### src/rtl/drum_acc.sv
// Saturating dot-product accumulator for DRUM multiplier products.
// Emits a registered result after LEN beats or on an early in_last.
module drum_acc #(
   parameter int unsigned PW    = 32,
   parameter int unsigned ACC_W = 40,
   parameter int unsigned LEN   = 16,
   parameter int unsigned CNT_W = 9
) (
   input  logic             clk,
   input  logic             rst_n,
   input  logic             clr,
   input  logic             in_valid,
   output logic             in_ready,
   input  logic [PW-1:0]    in_prod,
   input  logic             in_last,
   output logic             out_valid,
   input  logic             out_ready,
   output logic [ACC_W-1:0] out_sum,
   output logic [CNT_W-1:0] out_count,
   output logic             out_ovf
);

   localparam int unsigned SUM_W = ACC_W + 1;

   typedef enum logic {ACC, HOLD} state_t;

   state_t             state, state_d;
   logic [ACC_W-1:0]   acc, acc_d;
   logic [CNT_W-1:0]   cnt, cnt_d;
   logic               ovf, ovf_d;
   logic               out_valid_d;
   logic [ACC_W-1:0]   out_sum_d;
   logic [CNT_W-1:0]   out_count_d;
   logic               out_ovf_d;

   logic               in_fire;
   logic               out_fire;
   logic [SUM_W-1:0]   nxt;
   logic               sat_now;
   logic [ACC_W-1:0]   sum_sat;
   logic               close;

   // Ready while accumulating, or when the held result drains this cycle.
   assign in_ready = (state == ACC) | out_ready;

   // acc/cnt/ovf are already cleared on entry to HOLD, so the same datapath
   // serves both continuing a vector and starting one during a handoff.
   always_comb begin
      in_fire     = in_valid & in_ready;
      out_fire    = out_valid & out_ready;
      nxt         = {1'b0, acc} + SUM_W'(in_prod);
      sat_now     = nxt[ACC_W];
      sum_sat     = sat_now ? {ACC_W{1'b1}} : nxt[ACC_W-1:0];
      close       = (cnt == CNT_W'(LEN - 1)) | in_last;

      state_d     = state;
      acc_d       = acc;
      cnt_d       = cnt;
      ovf_d       = ovf;
      out_valid_d = out_valid;
      out_sum_d   = out_sum;
      out_count_d = out_count;
      out_ovf_d   = out_ovf;

      if (clr) begin
         state_d     = ACC;
         acc_d       = '0;
         cnt_d       = '0;
         ovf_d       = 1'b0;
         out_valid_d = 1'b0;
      end else begin
         if (out_fire) begin
            out_valid_d = 1'b0;
            state_d     = ACC;
         end
         if (in_fire) begin
            if (close) begin
               out_sum_d   = sum_sat;
               out_count_d = cnt + CNT_W'(1);
               out_ovf_d   = ovf | sat_now;
               out_valid_d = 1'b1;
               state_d     = HOLD;
               acc_d       = '0;
               cnt_d       = '0;
               ovf_d       = 1'b0;
            end else begin
               acc_d = sum_sat;
               cnt_d = cnt + CNT_W'(1);
               ovf_d = ovf | sat_now;
            end
         end
      end
   end

   always_ff @(posedge clk or negedge rst_n) begin
      if (!rst_n) begin
         state     <= ACC;
         acc       <= '0;
         cnt       <= '0;
         ovf       <= 1'b0;
         out_valid <= 1'b0;
         out_sum   <= '0;
         out_count <= '0;
         out_ovf   <= 1'b0;
      end else begin
         state     <= state_d;
         acc       <= acc_d;
         cnt       <= cnt_d;
         ovf       <= ovf_d;
         out_valid <= out_valid_d;
         out_sum   <= out_sum_d;
         out_count <= out_count_d;
         out_ovf   <= out_ovf_d;
      end
   end

endmodule

### config.mk
export PLATFORM = sky130hd
export DESIGN_NAME = drum_acc
export DESIGN_NICKNAME = d
export VERILOG_FILES = /design/src/rtl/drum_acc.sv
export SDC_FILE = /design/constraint.sdc
export NUM_CORES = 1
export LEC_CHECK = 0
export CAP_MARGIN = 20
export CORE_ASPECT_RATIO = 1.25
export CORE_MARGIN = 2
export CORE_UTILIZATION = 59
export DETAILED_ROUTE_END_ITERATION = 8
export PLACE_DENSITY = 0.87
export SETUP_SLACK_MARGIN = 0.05
export SYNTH_ARGS = -nofsm -noshare
export SYNTH_HDL_FRONTEND = slang
export SYNTH_SLANG_ARGS = --single-unit
export TNS_END_PERCENT = 5
### constraint.sdc
create_clock -name clk -period 4.8 [get_ports clk]
set_input_delay 0.96 -clock clk [delete_from_list [all_inputs] [get_ports clk]]
set_output_delay 0.96 -clock clk [all_outputs]
set_load 0.01 [all_outputs]
==> tab_implementation.tex <==
\begin{tabular}{lr}
\hline
Metric & Value \\
\hline
\multicolumn{2}{l}{\textbf{Outcome}} \\
Status & finished, final reports clean \\
\multicolumn{2}{l}{\textbf{Global route}} \\
Vias in the first global route & roughly 5.3k \\
Pin count of the biggest net entering global routing & 70 \\
Met1 Track Usage GR & 0.333 \\
Global routing usage on met3 & 0.0339 \\
Busiest metal layer after global routing & met2 \\
Total overflow reported by the global router & 0 \\
Overall Global Routing Usage & 0.275 \\
Global-route wire length before repair & about 25,000 microns \\
Number of antenna violations at the first check in global routing & 0 \\
Met2 routing resource usage after global routing & 0.471 \\
\multicolumn{2}{l}{\textbf{Clock tree}} \\
Clock Latency Late Sink & 0.35 ns \\
Clock slew at the register clock pins of the worst setup and hold paths & 0.07 ns \\
Buffers from clock root to sink, at most & 2 \\
Cts-stage hold buffer count & 0 \\
Cell chosen for the clock root & clkbuf\_16 \\
CTS sink count & $\sim$100 \\
H-tree depth & 3 \\
Clock tree from TritonCTS & built \\
Post-CTS Resized & 0 \\
Setup fix buffers added after clock tree synthesis & 0 \\
CTS buffer count & 9 \\
\multicolumn{2}{l}{\textbf{Cells and area}} \\
Multi-input gate area & approximately 3400 sq um \\
Highest-count cells in the layout ignoring fill and taps & nand2\_1 (117), dfrtp\_1 (102), clkdlybuf4s50\_1 (88), nor2\_1 (57), o21ai\_1 (56) \\
Diodes inserted & 0 \\
Share of post-route cells with drive strength above 1 & 0.0757 \\
Area delta synth->final & 20.7\% \\
Most common cell after layout, fill and taps aside & nand2\_1 \\
Fill cell total of the finished layout & between 700 and 800 \\
Area occupied by registers & 2550 sq um \\
Final cell count without fillers & 895 \\
NumNets Final & approximately 830 \\
\multicolumn{2}{l}{\textbf{Routing}} \\
DR pass1 iterations & 4 \\
Vias & around 5.4k \\
Wire length after detailed routing & $\sim$15,000 microns \\
DRC violation count after routing & 0 \\
First-iteration detailed-routing DRC count & 337 \\
Per-cell routed wire length & approximately 17 microns \\
Via density & about 6.0 \\
Detail Route Antenna Nets & 0 \\
\multicolumn{2}{l}{\textbf{Timing}} \\
Max Slew Vio Count & 0 \\
RSZ-0062 raised after global routing & false \\
Setup-failing EPs final & 0 \\
Final Skew & 0.00806 ns \\
Setup\_tns & 0 ns \\
Top achievable clock speed & $\sim$260 MHz \\
Fin crit share & 0.810 \\
Max\_slew headroom & 0.401 \\
Final hold viol count & 0 \\
Shortest clock period the worst path allows after layout & slightly below 4 ns \\
Measured slew at the worst slew-check pin & between 0.8 and 0.9 ns \\
Worst Hold Margin & 0.476 ns \\
\multicolumn{2}{l}{\textbf{Yosys}} \\
Number of warning messages in the yosys log & 0 \\
Number of synthesized register bits & $\sim$100 \\
Count of cell types in the netlist & 66 \\
Area share of the leading cell type in the synthesized netlist & 0.416 \\
Cell area after synthesis & 6130 sq um \\
Leading area contributor after synthesis & dfrtp\_1 \\
Sequential fraction of the synthesis area & 0.416 \\
Net count after synthesis & between 700 and 800 \\
Synthesized instance count & between 600 and 700 \\
Post-synth ARST share & 1.00 \\
Main flop type after synthesis & dfrtp\_1 \\
Leading post-synthesis cells by cell area & dfrtp\_1 (42\%), nand2\_1 (7.2\%), ha\_1 (6.7\%) \\
Per-instance average area after synthesis & between 8 and 9 sq um \\
EDFF count, synth & 0 \\
\multicolumn{2}{l}{\textbf{Floorplanning}} \\
Num rows & 41 \\
Ports & 90 \\
Die Y & 118 microns \\
Starting Density & 0.606 \\
Horizontal extent of the die & roughly 95 microns \\
Die area & approximately 11,000 sq um \\
Core Area & between 10,000 and 15,000 sq um \\
\multicolumn{2}{l}{\textbf{Pwr}} \\
Power density over the cells & around 320 nW/um\^{}2 \\
Static Leakage & $\sim$3.4 nW \\
Overall power after layout & 0.00238 W \\
Worst supply voltage drop on vdd & between 0.15 and 0.2 mV \\
\multicolumn{2}{l}{\textbf{Placement}} \\
Placed Instances & 879 \\
DPL Wire Length & 11,100 microns \\
Count of input and output buffers & around 90 \\
RD Place Congestion & approximately 1.0 \\
\multicolumn{2}{l}{\textbf{Job}} \\
Number of maximum-capacitance violations & 0 \\
\multicolumn{2}{l}{\textbf{Worst setup path}} \\
Max FO, Critical Path & 20 \\
Minimum setup slack among reg-to-reg paths & 1.61 ns \\
Critical register-to-register path startpoint & acc[4]\$\_DFFE\_PN0P\_ \\
Crit start category & input pin \\
Signal arrival time at the worst endpoint & about 4.2 ns \\
Setup crit end kind & flip-flop \\
Crit Path Category & in -> reg \\
Critical path required time & about 5.1 ns \\
Worst r2r dst & out\_sum[20]\$\_DFFE\_PN0P\_ \\
CP startpoint & in\_prod[0] \\
Number of cells traversed by the worst register-to-register path & 12 \\
Capture point of the worst path & out\_sum[20]\$\_DFFE\_PN0P\_ \\
\multicolumn{2}{l}{\textbf{Worst hold path}} \\
Path category of the worst min-delay check & reg -> reg \\
\hline
\end{tabular}
==> cell type report <==
class	instances	area share
inverter	8	0.00406
tap	129	0.0218
multi-input combinational	545	0.460
clock inverter	5	0.00812
clock buffer	10	0.0310
timing repair buffer	96	0.130
sequential	102	0.345
==> how the worst min path moves through the flow <==
stage / from / end / slack (ns) / cells after the start
final: out_ovf$_DFFE_PN0P_ / out_ovf$_DFFE_PN0P_ / 0.48 / 2
after global routing: out_ovf$_DFFE_PN0P_ / out_ovf$_DFFE_PN0P_ / 0.50 / 2
after floorplan: acc[34]$_DFFE_PN0P_ / acc[34]$_DFFE_PN0P_ / 0.46 / 1
after detailed placement: out_ovf$_DFFE_PN0P_ / out_ovf$_DFFE_PN0P_ / 0.47 / 2
after CTS: out_ovf$_DFFE_PN0P_ / out_ovf$_DFFE_PN0P_ / 0.48 / 2
after global placement: out_count[1]$_DFFE_PN0P_ / out_count[1]$_DFFE_PN0P_ / 0.46 / 2
==> cell families (layout without fill, tap and decap cells) <==
group / count (synthesis) / in the layout / synth area share
buffers and inverters: 42 / 119 / 0.0310
AND/OR/NAND/NOR: 245 / 245 / 0.185
AO/OA/AOI/OAI: 222 / 222 / 0.232
adder cells (fa/ha/maj): 34 / 34 / 0.0706
multiplexers: 5 / 5 / 0.00898
flip-flops: 102 / 102 / 0.416
XOR/XNOR: 39 / 39 / 0.0557
==> sequential cells by signal (all words and copies together) (netlist names) <==
name / count
acc: 40
out_sum: 40
out_count: 9
cnt: 9
out_valid: 1
out_ovf: 1
state: 1
ovf: 1
==> power breakdown <==
group / total [W] / internal, W / switching (W)
sequential: 0.00101 / 0.000955 / 0.0000595
combinational: 0.000633 / 0.000306 / 0.000326
clock: 0.000737 / 0.000404 / 0.000333
total: 0.00238 / 0.00167 / 0.000719
==> synthesized netlist by cell type (8+ instances only) <==
cell type and number:
a21o_1 13, inv_1 8, nor2_4 10, xor2_1 16, nand3_1 11, nand2_1 117
dfrtp_1 102, nor3_1 9, ha_1 33, o21ai_1 56, clkbuf_1 27, o21ai_0 34
a21oi_1 44, and3_1 10, xnor2_1 23, nor2_1 57
==> critical path, cell delays in order <==
cell	delay [ns]
clkdlybuf4s50_1	0.46
ha_1	0.19
fa_1	0.21
a21oi_1	0.10
nor2_1	0.19
o21ai_2	0.11
a31oi_4	0.31
a32oi_2	0.18
a21o_4	0.27
a21oi_4	0.52
buf_16	0.24
buf_4	0.23
nor2_4	0.06
o21ai_1	0.13
==> metrics by stage <==
| stage | instance area, sq um | worst slack (ns) | util |
|---|---|---|---|
| after CTS | 7370 | 0.652 | 0.729 |
| final | 7400 | 0.911 | 0.732 |
| after global placement | 7080 | 0.421 | 0.701 |
| after global routing | 7400 | 0.678 | 0.732 |
| after floorplan | 6130 | 1.56 | - |
| after detailed placement | 7080 | 0.269 | 0.701 |
==> layer usage <==
| metal | up-vias | wire (microns) |
|---|---|---|
| li1 | 2581 | - |
| met1 | 2559 | 6030 |
| met2 | 180 | 7860 |
| met3 | 50 | 716 |
| met4 | 0 | 578 |
| met5 | - | 0 |
(Power assumes the default switching activity.)
